**config.mk**
```make
export PLATFORM = sky130hd
export DESIGN_NAME = shift_sub_divider
export DESIGN_NICKNAME = d
export VERILOG_FILES = /design/src/rtl/shift_sub_divider.sv
export SDC_FILE = /design/constraint.sdc
export NUM_CORES = 1
export LEC_CHECK = 0
export BUFFER_PORTS_ARGS = -buffer_cell sky130_fd_sc_hd__buf_4
export CORE_AREA = 2 2 54 56
export DETAILED_ROUTE_END_ITERATION = 16
export DIE_AREA = 0 0 56 58
export PLACE_DENSITY = 0.81
export SYNTH_ARGS = -nofsm -noshare
export SYNTH_HDL_FRONTEND = slang
export SYNTH_SLANG_ARGS = --single-unit
```
**constraint.sdc**
```tcl
create_clock -name clk -period 2.73 [get_ports clk]
set_clock_uncertainty 0.2 [all_clocks]
set_input_delay 0.273 -clock clk [delete_from_list [all_inputs] [get_ports clk]]
set_output_delay 0.273 -clock clk [all_outputs]
set_load 0.02 [all_outputs]
```
**src/rtl/shift_sub_divider.sv**
```systemverilog
// Sequential restoring divider: 2W-bit dividend / W-bit divisor -> W-bit quotient and remainder.
// Optional DIV_OVF_CHECK_EN: flag quotient overflow (incl. D==0) on capture and finish in one cycle.

package q_8_39_pkg;
  localparam int unsigned data_width = 4;
endpackage

module shift_sub_divider #(
  parameter int unsigned DATA_WIDTH = q_8_39_pkg::data_width
) (
  input  logic                      clk,
  input  logic                      rst,
  input  logic                      start,
  input  logic [2*DATA_WIDTH-1:0]   N,
  input  logic [DATA_WIDTH-1:0]     D,
  output logic                      rdy,
  output logic [DATA_WIDTH-1:0]     Q,
  output logic [DATA_WIDTH-1:0]     R,
  output logic                      ovf
);

  localparam int unsigned W  = DATA_WIDTH;
  localparam int unsigned CW = $clog2(W + 1);

  typedef enum logic [1:0] {
    S_IDLE = 2'd0,
    S_RUN  = 2'd1
  } state_e;

  state_e          state_q, state_d;
  logic [W:0]      rem_q, rem_d;
  logic [W-1:0]    quo_q, quo_d;
  logic [W-1:0]    dsr_q, dsr_d;
  logic [CW-1:0]   cnt_q, cnt_d;
  logic            rdy_q, rdy_d;
  logic [W-1:0]    quot_out_q, quot_out_d;
  logic [W-1:0]    rmd_out_q, rmd_out_d;
  logic            ovf_q, ovf_d;

  logic [W+1:0]    rem_sh;
  logic [W+1:0]    trial;
  logic [W-1:0]    quo_sh;

  // One restoring step: shift {rem,quo} left, trial-subtract the divisor.
  assign rem_sh = {rem_q, quo_q[W-1]};
  assign trial  = rem_sh - {2'b00, dsr_q};
  assign quo_sh = {quo_q[W-2:0], ~trial[W+1]};

  always_comb begin
    state_d    = state_q;
    rem_d      = rem_q;
    quo_d      = quo_q;
    dsr_d      = dsr_q;
    cnt_d      = cnt_q;
    rdy_d      = rdy_q;
    quot_out_d = quot_out_q;
    rmd_out_d  = rmd_out_q;
    ovf_d      = ovf_q;

    case (state_q)
      S_IDLE: begin
`ifdef DIV_OVF_CHECK_EN
        // rdy low while idle marks the single-cycle overflow completion.
        if (!rdy_q) begin
          quot_out_d = '1;
          rmd_out_d  = '0;
          ovf_d      = 1'b1;
          rdy_d      = 1'b1;
        end else
`endif
        if (start) begin
          rem_d = {1'b0, N[2*W-1:W]};
          quo_d = N[W-1:0];
          dsr_d = D;
          cnt_d = CW'(W);
          rdy_d = 1'b0;
`ifdef DIV_OVF_CHECK_EN
          state_d = (N[2*W-1:W] >= D) ? S_IDLE : S_RUN;
`else
          state_d = S_RUN;
`endif
        end
      end

      S_RUN: begin
        rem_d = trial[W+1] ? rem_sh[W:0] : trial[W:0];
        quo_d = quo_sh;
        cnt_d = cnt_q - CW'(1);
        if (cnt_q == CW'(1)) begin
          quot_out_d = quo_sh;
          rmd_out_d  = trial[W+1] ? rem_sh[W-1:0] : trial[W-1:0];
          ovf_d      = 1'b0;
          rdy_d      = 1'b1;
          state_d    = S_IDLE;
        end
      end

      default: begin
        state_d = S_IDLE;
        rdy_d   = 1'b1;
      end
    endcase
  end

  always_ff @(posedge clk or posedge rst) begin
    if (rst) begin
      state_q    <= S_IDLE;
      rem_q      <= '0;
      quo_q      <= '0;
      dsr_q      <= '0;
      cnt_q      <= '0;
      rdy_q      <= 1'b1;
      quot_out_q <= '0;
      rmd_out_q  <= '0;
      ovf_q      <= 1'b0;
    end else begin
      state_q    <= state_d;
      rem_q      <= rem_d;
      quo_q      <= quo_d;
      dsr_q      <= dsr_d;
      cnt_q      <= cnt_d;
      rdy_q      <= rdy_d;
      quot_out_q <= quot_out_d;
      rmd_out_q  <= rmd_out_d;
      ovf_q      <= ovf_d;
    end
  end

  assign rdy = rdy_q;
  assign Q   = quot_out_q;
  assign R   = rmd_out_q;
  assign ovf = ovf_q;

endmodule

```
# Word level (Yosys, flattened, before mapping)
# Index checks and enable logic that the tools add are counted.
[word_totals] ff_bits=27 word_cells=35
[classes] addsub=2 n_eq_ne=4 mux=14 bitwise=1 n_reduce_logical=6
[op_table] cell="$mux W5" n=2
[op_table] cell="$pmux W5 S2" n=1
[op_table] cell="$mux W4" n=2
[op_table] cell="$pmux W4 S2" n=1
[op_table] cell="$reduce_and A2 Y1" n=4
[op_table] cell="$pmux W3 S2" n=1
[op_table] cell="$sub A6 B4 Y6" n=1
[op_table] cell="$mux W2" n=2
[op_table] cell="$ne A2 B2 Y1 const B" n=2
[op_table] cell="$pmux W2 S2" n=1
[op_table] cell="$eq A3 B1 Y1 const B" n=1
[op_table] cell="$mux W3" n=1
[op_table] cell="$sub A3 B1 Y3 const B" n=1
[op_table] cell="$eq A2 B1 Y1 const B" n=1
[op_table] cell="$logic_not A2 Y1" n=1
[op_table] cell="$mux W1" n=2
[op_table] cell="$pmux W1 S2" n=1
[op_table] cell="$reduce_bool A2 Y1" n=1
[op_table] cell="$not A1 Y1" n=1

# Longest topological paths before layout
# Gate-level depths: netlist of the first run.
[depth] depth_word=3 mapped_depth=9 ltp_nobuf=9

# Worst setup path before layout of the first run
# Ideal clock, no wire load.
[synth_path] path_kind="register to register" startpoint="reg rem_q[0]" endpoint="reg rmd_out_q[0], in the netlist R[0]" setup_ns=0.075 t_arrival_ns=1.801 required_ns=2.455 setup_slack_ns=0.654 stages_incl_launch_ff=7 n_path_buf=0 cell_sequence="dfrtp_1 -> ha_1 -> nor2b_4 -> o31a_4 -> o211ai_4 -> mux2_4 -> o21ai_2"
[synth_via] elab_chain_len=2
[synth_lines] item="from (decl)" line="31" rtl="logic [W:0] rem_q, rem_d;"
[synth_lines] item="from (signal assigned)" line="118" rtl="rem_q <= rem_d;"
[synth_lines] item="$sub A6 B4 Y6" line="46" rtl="assign trial = rem_sh - {2'b00, dsr_q};"
[synth_lines] item="$mux W4" line="91" rtl="rmd_out_d = trial[W+1] ? rem_sh[W-1:0] : trial[W-1:0];"
[synth_lines] item="to (signal assigned)" line="124" rtl="rmd_out_q <= rmd_out_d;"
[synth_lines] item="to (decl)" line="37" rtl="logic [W-1:0] rmd_out_q, rmd_out_d;"
# Every way passes these cells.
# A chain may end at the register's enable or synchronous reset.

# Worst setup path after layout of the first run
# Ends and elaborated chain as after synthesis.

==> metrics.cfg, run 1 <==
[status]
status = finished clean

[clock_network]
clock_sinks = 26
cts_setup_buffers = 0
cts_resized = 0
root_buffer = clkbuf_4
cts.clk_slew.worst_paths_ns = 0.15
clock_path_buffers = 2
clk_latency_ns = 0.33
cts_tree = done
cts_made_buffers = 3
h-tree-depth = 1

[critical_path]
max_stage_delay_ns = 0.45
cp_max_fo = 5
cp_data_arrival_time_ns = 2.28
critPathLaunchType = register
critPathRequiredTime_ns = 2.81
cp-end-kind = register
path_cells = ha_1, nor2b_4, o31a_4, o211ai_4, mux2_4, o21ai_2
path_class = register to register
critPathSlowestCell = dfrtp_1

[synth]
yosys.area.top_type = dfrtp_1
synthFlopType = dfrtp_1
syn-num-nets = 152
yosys-top-cells-count = dfrtp_1 (25), nand2_1 (15), inv_1 (10), o21ai_0 (10)
synthTopCellsByArea = dfrtp_1 (45%), ha_1 (5.4%), mux2_2 (4.1%)
synth_enable_flop_cells = 0
ys_seq_elements = 26
avgSynthCellArea_um2 = 10.69
netlist_instances = 130
ys_warn_count = 0
synth.most_common_cell = dfrtp_1
synth_top_area_frac = 0.4500
synthArstFlopShare = 1.000
yosysSeqAreaShare = 0.4689
synth_area_um2 = 1390
yosys.cell_types.count = 38

[grt]
grt_start_max_net_pins = 27
grt_pass1_vias = 1026
grt_antenna_before_repair = 0
grt-ovfl-total = 0
grt_pass1_wl_um = 4754
grtUsageTotal = 0.1871

[die]
die_w_um = 56
core_um2 = 2663
dieArea_um2 = 3248
die_h_um = 58
ioPinCount = 25
rows = 19
start_util = 0.5221

[sta]
final_max_slew_viol_count = 0
rsz0062_at_grt = false
period_needed_ns = 2.203
setup_viol = 0
clock.fmax_mhz = 453.8
hold_viol = 0
tightest_slew_ns = 0.9692
max_slew_margin = 0.3532
fin_crit_sh = 0.8071
setup-tns-final_ns = 0

[routing]
drtIter0Drc = 18
viasPerCell = 5.479
detail_route.wl_per_cell_um = 14.53
drt-pass1-iter-count = 4
wl_um = 2732
route.vias.total = 1030
route.detailed.drc = 0
drtAntennaViolNets = 0

[flow_run]
maxCapViolCount = 0

[pwr]
total_power_w = 0.002342
combPwrFrac = 0.555
power.share.switching = 0.4157
switching_power_w = 0.0009736
power_density_nw_per_um2 = 1392
p_int_w = 0.001369
clockPowerShare = 0.117
power.leakage_nw = 0.7738
pwr-share-seq = 0.328
ir_drop_mv = 0.7350

[cells_and_area]
antennaDiodeCount = 0
seq_area_um2 = 651.9
multi_input_area_um2 = 668.1
area_growth_pct = 21.06
n_fill_cell = 218
fin_nets = 180
layout-drive-gt1-share = 0.2675

[hold_path]
hold_path.class = input pin to register

[place]
place.gp.congestion = 0.7954
dp_hpwl_um = 1942
io_buffer_count = 23

==> cell usage in the layout, fill, tap and decap left out, types with 2 or more instances in the layout <==
| master | count |
|---|---|
| dfrtp_1 | 25 |
| nand2_1 | 15 |
| buf_4 | 24 |
| xor2_1 | 2 |
| o21a_1 | 2 |
| o31ai_1 | 2 |
| o2111ai_1 | 2 |
| o21ai_1 | 3 |
| mux2i_1 | 5 |
| mux2_2 | 5 |
| ha_1 | 6 |
| inv_1 | 10 |
| o21ai_0 | 10 |
| a211oi_1 | 3 |
| o22ai_1 | 2 |
| o21ai_2 | 2 |
| dlygate4sd3_1 | 5 |
| clkbuf_4 | 3 |
| a21oi_1 | 5 |
| nor2_1 | 2 |
| nor2b_1 | 6 |
==> final cells by class <==
type,instances,share of cell area
Clock buffer,3,0.01338
Clock inverter,1,0.01784
Inverter,11,0.02454
Multi-Input combinational cell,87,0.3970
Sequential cell,26,0.3874
Tap cell,31,0.02305
Timing Repair Buffer,29,0.1368
==> power groups by stage <==
stage	sequential (W)	combinational, W	clock [W]
after global placement	0.000760	0.00125	0
after global routing	0.000799	0.00144	0.000286
after floorplan	0.000786	0.000967	0
after CTS	0.000767	0.00131	0.000275
final	0.000767	0.00130	0.000274
after detailed placement	0.000775	0.00130	0
==> state kept, by name, summed over array words and instances (netlist names) <==
register and count:
rem_q 5, Q 4, R 4, dsr_q 4, quo_q 4, cnt_q 3
rdy 1, state_q 1
==> worst max-delay path: cells and delay by family (launching register included) <==
family          cells  cell delay (ns)
flops               1             0.45
simple gates        1             0.14
compound gates      3             0.70
fa+ha+maj           1             0.31
mux                 1             0.35
==> what timing repair did <==
item	CTS	global route
hold buffers	5	0
setup endpoints to repair	0	0
hold endpoints to repair	29	0
==> per-layer routing <==
metal	vias up	GRT usage	wire, um
met4	0	0.05102	31
met5	-	0	0
met3	6	0.02679	124
li1	503	-	-
met1	491	0.2661	1276
met2	30	0.3042	1300
==> cell families after synthesis <==
logic type | count (synthesis) | share of synthesized area
flops | 26 | 0.4690
xor+xnor | 2 | 0.01260
compound gates | 38 | 0.2007
mux | 11 | 0.08730
other cells | 1 | 0.002698
fa+ha+maj | 7 | 0.06841
buf+inv | 17 | 0.05041
simple gates | 28 | 0.1089
==> path summary, 6_finish.rpt <==
kind,startpoint,end,slack [ns],cells after the start
max reg2reg,rem_q[0],R[0],0.53,6
max,rem_q[0],R[0],0.53,6
min in group asynchronous,rst,dsr_q[0],0.51,3
min,N[6],rem_q[2],0.02,3
max in group asynchronous,rst,Q[2],1.24,3
min reg2reg,cnt_q[2],cnt_q[2],0.29,1
==> through the flow <==
| step | utilization | area [um2] | hold WS [ns] | std cells | worst slack, ns |
|---|---|---|---|---|---|
| after floorplan | - | 1390 | 0.1123 | 130 | 0.6541 |
| after global placement | 0.5935 | 1580 | 0.2533 | 179 | 0.5420 |
| after detailed placement | 0.5935 | 1580 | 0.2701 | 179 | 0.5259 |
| after CTS | 0.6320 | 1683 | 0.01625 | 188 | 0.5101 |
| after global routing | 0.6320 | 1683 | 0.01500 | 188 | 0.3875 |
| final | 0.6320 | 1683 | 0.01511 | 188 | 0.5265 |
Power figures use the tool's default switching activity.
==> run 2: changes to the inputs <==
--- a/config.mk
+++ b/config.mk
@@ -6,10 +6,10 @@
 export NUM_CORES = 1
 export LEC_CHECK = 0
 export BUFFER_PORTS_ARGS = -buffer_cell sky130_fd_sc_hd__buf_4
-export CORE_AREA = 2 2 54 56
+export CORE_AREA = 2 2 57 59
 export DETAILED_ROUTE_END_ITERATION = 16
-export DIE_AREA = 0 0 56 58
-export PLACE_DENSITY = 0.81
+export DIE_AREA = 0 0 59 61
+export PLACE_DENSITY = 0.76
 export SYNTH_ARGS = -nofsm -noshare
 export SYNTH_HDL_FRONTEND = slang
 export SYNTH_SLANG_ARGS = --single-unit
==> constraint.sdc (replaced) <==
create_clock -name clk -period 1.9 [get_ports clk]
set_clock_uncertainty 0.2 [all_clocks]
set_input_delay 0.19 -clock clk [delete_from_list [all_inputs] [get_ports clk]]
set_output_delay 0.19 -clock clk [all_outputs]
set_load 0.02 [all_outputs]
==> metrics.cfg, run 2 (same netlist as run 1, synthesis figures left out) <==
[routing]
wl_met3_um = 67  ; -46%
wl_um = 3417  ; +25%
viasPerCell = 5.295  ; -3.3%
wl_met2_um = 1841  ; +42%
top_layer_used = met4
drtIter0Drc = 26  ; +8
drt-met1-wl_um = 1454  ; +14%
detail_route.wl_per_cell_um = 15.53  ; +6.9%
route.vias.total = 1165  ; +13%
route.detailed.drc = 0  ; unchanged
drtAntennaViolNets = 0  ; unchanged
drt-pass1-iter-count = 4  ; unchanged

[grt]
grt_start_max_net_pins = 17  ; -37%
grt_antenna_before_repair = 0  ; unchanged
grt_pass1_wl_um = 5740  ; +21%
grt-ovfl-total = 0  ; unchanged
grtUsageTotal = 0.2143  ; +0.02711
grt_pass1_vias = 1266  ; +23%

[pwr]
power.share.switching = 0.4161  ; about the same
switching_power_w = 0.001702  ; +75%
pwr-share-seq = 0.258  ; -0.070
power_density_nw_per_um2 = 2054  ; +48%
power.leakage_nw = 0.9250  ; +20%
combPwrFrac = 0.672  ; +0.117
p_int_w = 0.002388  ; +74%
ir_drop_mv = 0.9495  ; +29%
clockPowerShare = 0.070  ; -0.047

[hold_path]
hold_path.class = input pin to register

[die]
die_h_um = 61  ; +5.2%
dieArea_um2 = 3599  ; +11%
ioPinCount = 25  ; unchanged
die_w_um = 59  ; +5.4%
start_util = 0.4708  ; -0.05132
rows = 20  ; +1
core_um2 = 2953  ; +11%

[cells_and_area]
layout-drive-gt1-share = 0.4278  ; +0.1603
area_growth_pct = 43.20
top_register = rem_q
final_cell_mix = buf_4 (46), dfrtp_1 (25), nand2_1 (15)
fin_nets = 210  ; +17%
final_common_cell = buf_4
antennaDiodeCount = 0  ; unchanged
final_cells = 220  ; +17%
largest_reg_flops = 5  ; unchanged
design_area_um2 = 1991  ; +18%
n_fill_cell = 215  ; -1.4%

[sta]
hold_viol = 0  ; unchanged
final_max_slew_viol_count = 0  ; unchanged
period_needed_ns = 2.068  ; -0.1350 ns
clock.fmax_mhz = 483.5  ; +6.5%
setup_viol = 10  ; +10
fin_crit_sh = 1.089  ; +0.2815
setup-tns-final_ns = -1.079  ; -1.079 ns
rsz0062_at_grt = true
worst_slack_ns = -0.1684  ; -0.6950 ns

[clock_network]
clk_latency_ns = 0.33  ; about the same
clock_path_buffers = 2  ; unchanged
root_buffer = clkbuf_4
cts_tree = done
cts.clk_slew.worst_paths_ns = 0.14  ; about the same
cts_made_buffers = 3  ; unchanged
clock_sinks = 26  ; unchanged
h-tree-depth = 1  ; unchanged

[place]
dp_cells = 199  ; +11%
pre_cts_ws_ns = -0.1876  ; -0.7135 ns
io_buffer_count = 23  ; unchanged
dp_hpwl_um = 2338  ; +20%
place.gp.congestion = 0.7989  ; +0.44%
placed_area_um2 = 1733  ; +9.7%

[status]
status = complete, but fails checks
violations = negative setup slack

[critical_path]
critPathLaunchType = register
path_class = register to register
cp-end-kind = register
r2r_slack_ns = -0.17  ; -0.69 ns
cp_max_fo = 4  ; -1
critPathRequiredTime_ns = 1.97  ; -0.84 ns
cp_data_arrival_time_ns = 2.14  ; -0.14 ns

[flow_run]
maxCapViolCount = 0  ; unchanged

[run 2: changes by cell type in the layout (fill, tap and decap cells not counted), sizes merged]
cell,change
buf,+23
bufinv,-1
clkbuf,+1
dlygate4sd3,+7
[run 2: worst paths after layout]
kind                       startpoint  endpoint  cells past startpoint
setup / recovery             dsr_q[1]      R[0]                      7
hold / removal                   N[7]  rem_q[3]                      4
setup reg to reg             dsr_q[1]      R[0]                      7
hold reg to reg              cnt_q[2]  cnt_q[2]                      1
max in group asynchronous         rst  quo_q[1]                      4
min in group asynchronous         rst      Q[0]                      3
[run 2: through the flow]
| stage | power [W] | hold slack, ns | util |
|---|---|---|---|
| 3_5_place_dp | 0.003398 | 0.02885 | 0.5869 |
| 4_1_cts | 0.003886 | 0.004493 | 0.6572 |
| 3_3_place_gp | 0.003282 | 0.01979 | 0.5869 |
| 2_1_floorplan | 0.002550 | 0.02928 | - |
| 5_1_grt | 0.004408 | 0.005259 | 0.6742 |
| 6_report | 0.004090 | 0.004370 | 0.6742 |
[run 2: area by class of cell]
type / instances / area [um2] / share of cell area
Multi-Input combinational cell: 87 / 743.2 / 0.3734
Sequential cell: 26 / 651.9 / 0.3275
Timing Repair Buffer: 59 / 476.7 / 0.2395
Inverter: 11 / 41.29 / 0.02074
Tap cell: 33 / 41.29 / 0.02074
Clock buffer: 4 / 36.28 / 0.01823
[run 2: power groups by stage]
stage / Sequential (W) / Combinational, W / Clock, W
floorplan: 0.00114 / 0.00141 / 0
global placement: 0.00104 / 0.00224 / 0
global route: 0.00109 / 0.00300 / 0.000315
detailed placement: 0.00105 / 0.00234 / 0
finish: 0.00105 / 0.00275 / 0.000286
CTS: 0.00105 / 0.00254 / 0.000290
[run 2: per-layer routing]
| metal | global-route usage | vias to the layer above |
|---|---|---|
| li1 | - | 564 |
| met1 | 0.2581 | 575 |
| met2 | 0.4000 | 19 |
| met3 | 0.01493 | 7 |
| met4 | 0.08117 | 0 |
| met5 | 0 | - |
[run 2: timing repair]
action	4_1_cts	5_1_grt
setup endpoints to repair	10	11
setup buffers	3	2
hold endpoints to repair	22	0
pin swaps	9	4
hold buffers	12	0
gates resized for setup	9	8
[run 2: critical path, cell delays in order, from the launching register on]
cell	delay, ns
dfrtp_1	0.38
inv_1	0.07
ha_1	0.22
nor2b_4	0.14
o31a_4	0.29
o211ai_4	0.24
mux2_4	0.35
o21ai_2	0.12
==> run 3: changes to the inputs <==
--- a/config.mk
+++ b/config.mk
@@ -10,6 +10,7 @@
 export DETAILED_ROUTE_END_ITERATION = 16
 export DIE_AREA = 0 0 59 61
 export PLACE_DENSITY = 0.76
+export SETUP_SLACK_MARGIN = 0.3
 export SYNTH_ARGS = -nofsm -noshare
 export SYNTH_HDL_FRONTEND = slang
 export SYNTH_SLANG_ARGS = --single-unit
==> metrics.cfg, run 3 (same netlist as run 1, synthesis figures left out) <==
[status]
status = complete, but fails checks
violations = negative setup slack

[critical_path]
worst-path-buf-inv = 2  ; +1
cp_data_arrival_time_ns = 2.09  ; -0.05 ns
cp_max_fo = 2  ; -2
crit_family = compound AO/OA/AOI/OAI gates
r2r_slack_ns = -0.14  ; +0.03 ns
cpMostUsedCell = inv_2
critPathRequiredTime_ns = 1.94  ; -0.03 ns
path_cells = inv_2, ha_4, inv_2, fa_2, a21o_1, a21oi_2, o2111ai_1, xor2_1, o22ai_1
path_class = register to register
critPathSlowestCell = dfrtp_1
max_stage_delay_ns = 0.42  ; +0.04 ns
critPathLaunchType = register
cp-end-kind = register

[routing]
route.vias.total = 1140  ; -2.1%
drtIter0Drc = 24  ; -7.7%
wl_um = 3246  ; -5.0%
viasPerCell = 5.205  ; -1.7%
route.detailed.drc = 0  ; unchanged
drt-pass1-iter-count = 4  ; unchanged
drtAntennaViolNets = 0  ; unchanged
detail_route.wl_per_cell_um = 14.82  ; -4.6%

[pwr]
clockPowerShare = 0.095  ; +0.025
p_int_w = 0.002411  ; +0.98%
power.share.switching = 0.3993  ; -0.01678
ir_drop_mv = 1.304  ; +37%
power_density_nw_per_um2 = 2028  ; -1.3%
combPwrFrac = 0.638  ; -0.034
power.leakage_nw = 0.9137  ; -1.2%
pwr-share-seq = 0.267  ; +0.009
switching_power_w = 0.001603  ; -5.8%
total_power_w = 0.004014  ; -1.8%

[cells_and_area]
final_common_cell = buf_4
final_cell_mix = buf_4 (46), dfrtp_1 (25), nand2_1 (15)
post-route-util = 0.6703  ; -0.003814
antennaDiodeCount = 0  ; unchanged
area_growth_pct = 42.39
layout-drive-gt1-share = 0.4086  ; -0.01921
top_register = rem_q
fin_nets = 209  ; -0.48%
largest_reg_flops = 5  ; unchanged

[grt]
grt-ovfl-total = 0  ; unchanged
grt_pass1_wl_um = 5395  ; -6.0%
grtUsageTotal = 0.2052  ; -0.009009
top_usage_layer = met2
grt_start_max_net_pins = 27  ; +10
met1_usage = 0.2544  ; -0.003686
grt_pass1_vias = 1202  ; -5.1%
met2_usage = 0.3603  ; -0.03968
use_met3 = 0.03625  ; +0.02132
grt_antenna_before_repair = 0  ; unchanged

[place]
io_buffer_count = 23  ; unchanged
dp_hpwl_um = 2271  ; -2.9%
place.gp.congestion = 0.7788  ; -2.5%

[sta]
rsz0062_at_grt = true
setup-tns-final_ns = -0.8609  ; +0.2184 ns
clock.fmax_mhz = 490.2  ; +1.4%
period_needed_ns = 2.040  ; -0.02836 ns
worst_slack_ns = -0.1401  ; +0.02836 ns
final_max_slew_viol_count = 0  ; unchanged
fin_crit_sh = 1.074  ; -0.01493
setup_viol = 7  ; -3
hold_viol = 0  ; unchanged

[die]
rows = 20  ; unchanged
core_um2 = 2953  ; unchanged
die_w_um = 59  ; unchanged
die_h_um = 61  ; unchanged
start_util = 0.4708  ; unchanged
ioPinCount = 25  ; unchanged
dieArea_um2 = 3599  ; unchanged

[clock_network]
clock_sinks = 26  ; unchanged
h-tree-depth = 1  ; unchanged
cts.clk_slew.worst_paths_ns = 0.15  ; about the same
root_buffer = clkbuf_4
clock_path_buffers = 2  ; unchanged
cts_made_buffers = 3  ; unchanged
clk_latency_ns = 0.33  ; about the same
cts_tree = done

[hold_path]
hold_path.class = input pin to register

[flow_run]
maxCapViolCount = 0  ; unchanged

run 3: metrics by stage:
stage / hold WS (ns) / instance area, um2 / setup WS, ns / instances
floorplan: 0.02928 / 1411 / -0.1347 / 130
global placement: 0.06615 / 1739 / -0.1218 / 199
detailed placement: 0.07454 / 1739 / -0.1464 / 199
CTS: 0.009842 / 1972 / -0.1682 / 218
global route: 0.01158 / 1979 / -0.2211 / 219
finish: 0.01347 / 1979 / -0.1401 / 219
run 3: what timing repair did:
item | in CTS | in global routing
gates cloned | 0 | 0
endpoints found under the setup margin | 14 | 11
gates resized for setup | 8 | 0
hold buffers | 12 | 0
setup buffers | 3 | 1
hold endpoints to repair | 37 | 0
pin swaps | 7 | 2
run 3: path summary, 6_finish.rpt:
kind / start / to / cells past startpoint
min reg2reg: cnt_q[2] / cnt_q[2] / 1
min: start / cnt_q[1] / 2
max: quo_q[3] / rem_q[4] / 9
max in group asynchronous: rst / rdy / 4
max reg2reg: quo_q[3] / rem_q[4] / 9
min in group asynchronous: rst / quo_q[3] / 4
run 3: worst reg2reg max path, cell delays in order, from the launching register on:
cell	delay (ns)
dfrtp_1	0.42
inv_2	0.08
ha_4	0.15
inv_2	0.04
fa_2	0.35
a21o_1	0.17
a21oi_2	0.12
o2111ai_1	0.14
xor2_1	0.17
o22ai_1	0.11
run 3: layout make-up:
class	count	area, um2
clock inverters	1	30.03
flip-flops and latches	26	651.9
fillers	230	973.4
repair buffers	58	465.4
inverters	11	41.29
multi-input cells	87	726.9
clock buffers	3	22.52
well taps	33	41.29
run 3: per-layer routing:
layer,wire (um),share of wire
met2,1635,0.50
met5,0,0
met4,41,0.013
met1,1446,0.45
met3,122,0.038
run 3: power by group through the flow:
stage          clock, W  combinational [W]  sequential (W)
2_1_floorplan         0            0.00143         0.00114
3_3_place_gp          0            0.00226         0.00105
3_5_place_dp          0            0.00234         0.00106
4_1_cts        0.000386            0.00253         0.00107
5_1_grt        0.000412            0.00279         0.00111
6_report       0.000380            0.00256         0.00107
